--- config.mk ---
export PLATFORM = sky130hd
export DESIGN_NAME = divider_flat
export DESIGN_NICKNAME = d
export VERILOG_FILES = /design/src/rtl/divider_pkg.sv /design/src/rtl/divider_if.sv /design/src/rtl/divider_div_step.sv /design/src/rtl/divider.sv /design/src/flat_wrapper.sv
export SDC_FILE = /design/constraint.sdc
export NUM_CORES = 1
export LEC_CHECK = 0
export ABC_AREA = 1
export CAP_MARGIN = 25
export CORE_UTILIZATION = 40
export CTS_BUF_LIST = sky130_fd_sc_hd__clkbuf_16
export CTS_CLUSTER_DIAMETER = 80
export DETAILED_ROUTE_END_ITERATION = 8
export SLEW_MARGIN = 20
export SYNTH_ARGS = -nofsm -noshare
export SYNTH_HDL_FRONTEND = slang
export SYNTH_HIERARCHICAL = 1
export SYNTH_SLANG_ARGS = --single-unit
--- constraint.sdc ---
create_clock -name clk -period 4.4 [get_ports clk]
set_clock_uncertainty 0.2 [all_clocks]
set_input_delay 1.32 -clock clk [delete_from_list [all_inputs] [get_ports clk]]
set_output_delay 1.32 -clock clk [all_outputs]
set_load 0.02 [all_outputs]
--- src/rtl/divider_pkg.sv ---
// Shared types and constants for the sequential signed divider.
// Latency: n/a (definitions only).
// Backpressure: n/a.
package divider_pkg;

    localparam int DIV_WIDTH = 64;
    localparam int DIV_CNT_W = $clog2(DIV_WIDTH);

    typedef enum logic [1:0] {
        IDLE = 2'b00,
        EXEC = 2'b01,
        DONE = 2'b10
    } state_t;

endpackage

--- src/rtl/divider_if.sv ---
// Start/clear/done handshake and operand/result bus shared with the multiplier.
// Latency: n/a (wiring only).
// Backpressure: none; results are held until the controller issues op_clear.
interface divider_if import divider_pkg::*; #(parameter int WIDTH = DIV_WIDTH) ();

    logic             op_start;
    logic             op_clear;
    logic [WIDTH-1:0] dividend;
    logic [WIDTH-1:0] divisor;
    logic             op_done;
    logic             div_by_zero;
    logic [WIDTH-1:0] quotient;
    logic [WIDTH-1:0] remainder;

    modport master (
        output op_start, op_clear, dividend, divisor,
        input  op_done, div_by_zero, quotient, remainder
    );

    modport slave (
        input  op_start, op_clear, dividend, divisor,
        output op_done, div_by_zero, quotient, remainder
    );

endinterface

--- src/rtl/divider_div_step.sv ---
// One restoring-division iteration on unsigned magnitudes.
// Latency: combinational.
// Backpressure: none.
module div_step import divider_pkg::*; #(parameter int WIDTH = DIV_WIDTH) (
    input  logic [WIDTH-1:0] rem,
    input  logic             next_bit,
    input  logic [WIDTH-1:0] dvs_mag,
    output logic [WIDTH-1:0] new_rem,
    output logic             q_bit
);

    logic [WIDTH:0] shifted;

    // The partial remainder is always below |divisor| <= 2^(WIDTH-1), so the
    // shifted value fits in WIDTH bits and the low WIDTH bits of the trial
    // subtraction are exact whenever it does not borrow.
    always_comb begin
        shifted = {rem, next_bit};
        q_bit   = (shifted >= {1'b0, dvs_mag});
        new_rem = q_bit ? (shifted[WIDTH-1:0] - dvs_mag) : shifted[WIDTH-1:0];
    end

endmodule

--- src/rtl/divider.sv ---
// Sequential signed divider: restoring division on magnitudes, one bit per cycle.
// Latency: WIDTH+1 edges from accept (1 edge when divisor is zero).
// Backpressure: op_start ignored outside IDLE; results held in DONE until op_clear.
module divider import divider_pkg::*; #(parameter int WIDTH = DIV_WIDTH) (
    input  logic      clk,
    input  logic      reset_n,
    divider_if.slave  bus
);

    localparam int             CW   = $clog2(WIDTH);
    localparam logic [CW-1:0]  LAST = CW'(WIDTH - 1);

    state_t           state, state_nxt;
    logic [WIDTH-1:0] rem_r;      // partial remainder magnitude
    logic [WIDTH-1:0] dq_r;       // dividend bits shift out the top, quotient bits in the bottom
    logic [WIDTH-1:0] dvs_r;      // |divisor|
    logic             sgn_dvd, sgn_dvs;
    logic [CW-1:0]    cnt;
    logic [WIDTH-1:0] quo_r, rmd_r;
    logic             dbz_r;

    logic             accept, dvs_zero, last_step;
    logic [WIDTH-1:0] dvd_mag, dvs_mag;
    logic [WIDTH-1:0] step_rem;
    logic             step_q;
    logic [WIDTH-1:0] q_mag, q_fin, r_fin;

    assign accept    = (state == IDLE) && bus.op_start && !bus.op_clear;
    assign dvs_zero  = (bus.divisor == '0);
    assign last_step = (cnt == LAST);
    // Magnitudes are unsigned, so -2^(WIDTH-1) maps to 2^(WIDTH-1) without loss.
    assign dvd_mag   = bus.dividend[WIDTH-1] ? -bus.dividend : bus.dividend;
    assign dvs_mag   = bus.divisor[WIDTH-1]  ? -bus.divisor  : bus.divisor;

    div_step #(.WIDTH(WIDTH)) u_step (
        .rem      (rem_r),
        .next_bit (dq_r[WIDTH-1]),
        .dvs_mag  (dvs_r),
        .new_rem  (step_rem),
        .q_bit    (step_q)
    );

    // State register: synchronous reset wins over everything.
    always_ff @(posedge clk) begin
        if (!reset_n) state <= IDLE;
        else          state <= state_nxt;
    end

    // Next-state: op_clear overrides any transition, including leaving DONE.
    always_comb begin
        state_nxt = state;
        case (state)
            IDLE:    if (accept)    state_nxt = dvs_zero ? DONE : EXEC;
            EXEC:    if (last_step) state_nxt = DONE;
            DONE:    state_nxt = DONE;
            default: state_nxt = IDLE;
        endcase
        if (bus.op_clear) state_nxt = IDLE;
    end

    // Outputs: sign-corrected final result from the last step, and the held result bus.
    always_comb begin
        q_mag            = {dq_r[WIDTH-2:0], step_q};
        q_fin            = (sgn_dvd ^ sgn_dvs) ? -q_mag : q_mag;
        r_fin            = sgn_dvd ? -step_rem : step_rem;
        bus.op_done      = (state == DONE);
        bus.div_by_zero  = dbz_r;
        bus.quotient     = quo_r;
        bus.remainder    = rmd_r;
    end

    // Datapath: latch operands on accept, iterate in EXEC, load results only when entering DONE.
    always_ff @(posedge clk) begin
        if (!reset_n || bus.op_clear) begin
            quo_r   <= '0;
            rmd_r   <= '0;
            dbz_r   <= 1'b0;
            cnt     <= '0;
            rem_r   <= '0;
            dq_r    <= '0;
            dvs_r   <= '0;
            sgn_dvd <= 1'b0;
            sgn_dvs <= 1'b0;
        end else begin
            case (state)
                IDLE: begin
                    if (accept) begin
                        if (dvs_zero) begin
                            quo_r <= '1;
                            rmd_r <= bus.dividend;
                            dbz_r <= 1'b1;
                        end else begin
                            rem_r   <= '0;
                            dq_r    <= dvd_mag;
                            dvs_r   <= dvs_mag;
                            sgn_dvd <= bus.dividend[WIDTH-1];
                            sgn_dvs <= bus.divisor[WIDTH-1];
                            cnt     <= '0;
                        end
                    end
                end
                EXEC: begin
                    rem_r <= step_rem;
                    dq_r  <= q_mag;
                    cnt   <= cnt + 1'b1;
                    if (last_step) begin
                        quo_r <= q_fin;
                        rmd_r <= r_fin;
                    end
                end
                default: ;
            endcase
        end
    end

endmodule

--- src/flat_wrapper.sv ---
// flat-port wrapper written by rule: the top's interface ports become plain ports
module divider_flat import divider_pkg::*;
#(parameter int WIDTH = DIV_WIDTH)
  (clk, reset_n, bus_op_start, bus_op_clear, bus_dividend, bus_divisor, bus_op_done, bus_div_by_zero, bus_quotient, bus_remainder);
  divider_if #(.WIDTH(WIDTH)) bus_i ();
  input  logic clk;
  input  logic reset_n;
  input wire logic [$bits(bus_i.op_start)-1:0] bus_op_start;
  input wire logic [$bits(bus_i.op_clear)-1:0] bus_op_clear;
  input wire logic [$bits(bus_i.dividend)-1:0] bus_dividend;
  input wire logic [$bits(bus_i.divisor)-1:0] bus_divisor;
  output wire logic [$bits(bus_i.op_done)-1:0] bus_op_done;
  output wire logic [$bits(bus_i.div_by_zero)-1:0] bus_div_by_zero;
  output wire logic [$bits(bus_i.quotient)-1:0] bus_quotient;
  output wire logic [$bits(bus_i.remainder)-1:0] bus_remainder;
  assign bus_i.op_start = bus_op_start;
  assign bus_i.op_clear = bus_op_clear;
  assign bus_i.dividend = bus_dividend;
  assign bus_i.divisor = bus_divisor;
  assign bus_op_done = bus_i.op_done;
  assign bus_div_by_zero = bus_i.div_by_zero;
  assign bus_quotient = bus_i.quotient;
  assign bus_remainder = bus_i.remainder;
  divider #(.WIDTH(WIDTH)) u_core (.clk(clk), .reset_n(reset_n), .bus(bus_i));
endmodule
==> metrics.txt <==
Setup crit end=u_core/bus.remainder[42]$_SDFFE_PP0P_; clk slew on worst S/H paths=approximately 0.060 ns; Fillers=slightly below 8000; max incr delay on CP=around 0.34 ns; antenna violations before repair=4; type of the most critical hold path=reg -> reg; main area contributors after synthesis=dfxtp_1, nand2_1, nor2_1; htree depth=2; Total GRT Usage=36.3%; Total Routed Length=~140 mm; GP Congestion=approximately 1.1; maximum VDD drop=0.000348 V; CP bufs+invs=9; first-pass iteration count of the detailed router=9; FF-to-FF path depth=28; Yosys reg bits=~330; vias=roughly 37000; first-pass GRT wire length=204 mm; R2R setup slack=~0.14 ns; grt ovf=0; commonest cells in the netlist=nand2_1, nor2_1, inv_1; CTS tree=yes; dominant cell by count in the synthesized netlist=nand2_1; Num CTS Buffers=45; Async SR Flop Fraction=0%; largest net degree at the start of global routing=between 100 and 150; Post-Synthesis Cells=around 5400; slew margin rel.=25.7%; CP max FO=4; register area=around 0.0066 mm^2; final cycle utilization of the critical path=between 90% and 100%; worst setup path startpoint=u_core/dvs_r[21]$_SDFFE_PP0P_; die area=between 0.07 and 0.08 mm^2; vias in the first global route=roughly 33000; Yosys cell types=between 40 and 50; clk root buf=clkbuf_16; share of cells above drive strength 1=11.2%; Worst Min Path Start=u_core/bus.remainder[24]$_SDFFE_PP0P_; Post-CTS Hold Buffers=0; later-pin clock latency in the skew report=0.61 ns; number of enable flip-flop cells after synthesis=0; Place WS=-0.0514 ns; Yosys Warn Count=6; syn nets=5615; design area=between 0.03 and 0.04 mm^2; Core Area=around 0.07 mm^2; worst r2r dst=u_core/bus.remainder[42]$_SDFFE_PP0P_; port bufs=between 200 and 300; DR iter-0 viols=4073; area grow syn2layout=28.4%; CP endpoint kind=flop; slew at the pin with the worst max-slew slack=roughly 1.1 ns; drt via density=between 5 and 6; Tmin final=between 4 and 5 ns; Die Wd=roughly 270 um; CTS max path bufs=3; max-cap violations=0; DR WL/cell=~20 um; Post-DRT Antenna Nets=0; cell repeated most along the worst path=nand2_1; clock sinks=between 300 and 400; dpl cell area=around 0.036 mm^2; area of the multi-input gates=0.0193 mm^2; Initial Utilization=between 40% and 50%; Die Ht=between 200 and 300 um; Layout Utilization=roughly 52%; Rows=just under 100; worst r2r src=u_core/dvs_r[21]$_SDFFE_PP0P_; post-synthesis cell area=just under 0.03 mm^2; Leak=18.4 nW; Primary FF master, synth=dfxtp_1; CP max stage cell=dfxtp_1; crit path DAT=4.60 ns; final worst setup slack=between 0.1 and 0.15 ns; sequential area share after synthesis=22.7%; critical path depth in cells=28; status=finished clean; post-synth top area cell=dfxtp_1; CP delay by family, top=simple AND/OR/NAND/NOR gates; WS Path Type=reg -> reg; CP Data Required Time=roughly 4.7 ns; Final nets=between 6000 and 7000; I/O pins=262; Yosys top cell area share=22.7%; highest clock rate=~230 MHz; final count of hold timing violations=0; Setup crit start kind=flop; setup violators final=0; Syn Area/Cell=5.39 um^2; PwrDens=around 470 mW/mm^2; max-slew violations=0; DRC=0; Detailed Place HPWL=~110 mm
[worst register-to-register path, delay by kind of cell (launching register included)]
kind	cells	cell delay (ns)
DFF	1	0.34
buffers and inverters	9	1.12
adders and majority gates	1	0.34
and+or+nand+nor	18	2.22
[power breakdown]
part,leakage [nW],internal (W),switching (W)
clock,0.746,0.00211,0.00156
combinational,14.9,0.00393,0.00677
sequential,2.68,0.00314,0.000155
[what timing repair did]
action                                  CTS  global route
gates resized for setup                   1           120
endpoints found under the setup margin    8            69
setup buffers                             0             3
pin swaps                                 0             9
[flip-flops by register name (all words and copies together), names as in the netlist]
name and count:
u_core/cnt 6, u_core/state 2, u_core/sgn_dvd 1, u_core/dq_r 64
u_core/bus.div_by_zero 1, u_core/rem_r 64, u_core/sgn_dvs 1, u_core/bus.remainder 64
u_core/dvs_r 64, u_core/bus.quotient 64
[cells in the final DEF (no fill, tap or decap), types with 31 or more instances in the layout]
cell type	n
nor3_1	35
buf_4	405
nor2_2	54
nand2_1	1640
inv_1	718
o21ai_0	334
o21ai_1	46
clkbuf_16	45
nand3_1	435
xor2_1	75
nand2_2	31
ha_1	57
nor2_1	861
nand4_1	63
a21oi_1	365
dfxtp_1	328
clkdlybuf4s50_1	260
[worst min-delay path by stage]
stage,depth (start not counted),end,slack [ns]
floorplan,2,u_core/dvs_r[63]$_SDFFE_PP0P_,0.25
global placement,2,u_core/bus.remainder[24]$_SDFFE_PP0P_,0.25
detailed placement,2,u_core/bus.remainder[8]$_SDFFE_PP0P_,0.26
CTS,2,u_core/bus.remainder[8]$_SDFFE_PP0P_,0.27
global route,2,u_core/bus.quotient[3]$_SDFFE_PP0P_,0.28
finish,2,u_core/bus.remainder[24]$_SDFFE_PP0P_,0.26
[metal layers]
metal  vias up  routed length (um)  track usage, %
li1      18100                   -               -
met1     16600               65000            53.2
met2      1577               56800            53.7
met3       185               13100            7.11
met4         6                3860            9.65
met5         -                  40               0
[metrics by stage]
step	setup TNS, ns	power (W)	hold slack (ns)	std cells
finish	0	0.0177	0.263	6937
global route	-0.0453	0.0187	0.284	6936
CTS	0	0.0172	0.266	6933
detailed placement	-0.182	0.0135	0.257	6851
global placement	-0.0215	0.0135	0.253	6851
floorplan	0	0.00853	0.245	5409
[cells by family after synthesis]
group	after synthesis	share of synthesized area [%]
XOR/XNOR	88	2.64
AND/OR/NAND/NOR	3202	44.9
AO/OA/AOI/OAI	785	13.8
buffers and inverters	924	12.6
multiplexers	5	0.176
adder cells (fa/ha/maj)	74	3.20
flip-flops	331	22.7
[area by class of cell]
| type | count | share of cell area [%] |
|---|---|---|
| Multi-Input combinational cell | 4154 | 51.7 |
| Sequential cell | 331 | 17.7 |
| Timing Repair Buffer | 689 | 16.3 |
| Inverter | 730 | 7.33 |
| Tap cell | 950 | 3.17 |
| Clock buffer | 45 | 3.01 |
| Clock inverter | 37 | 0.852 |
| Antenna cell | 1 | 0.00668 |
Power figures use the tool's default switching activity.
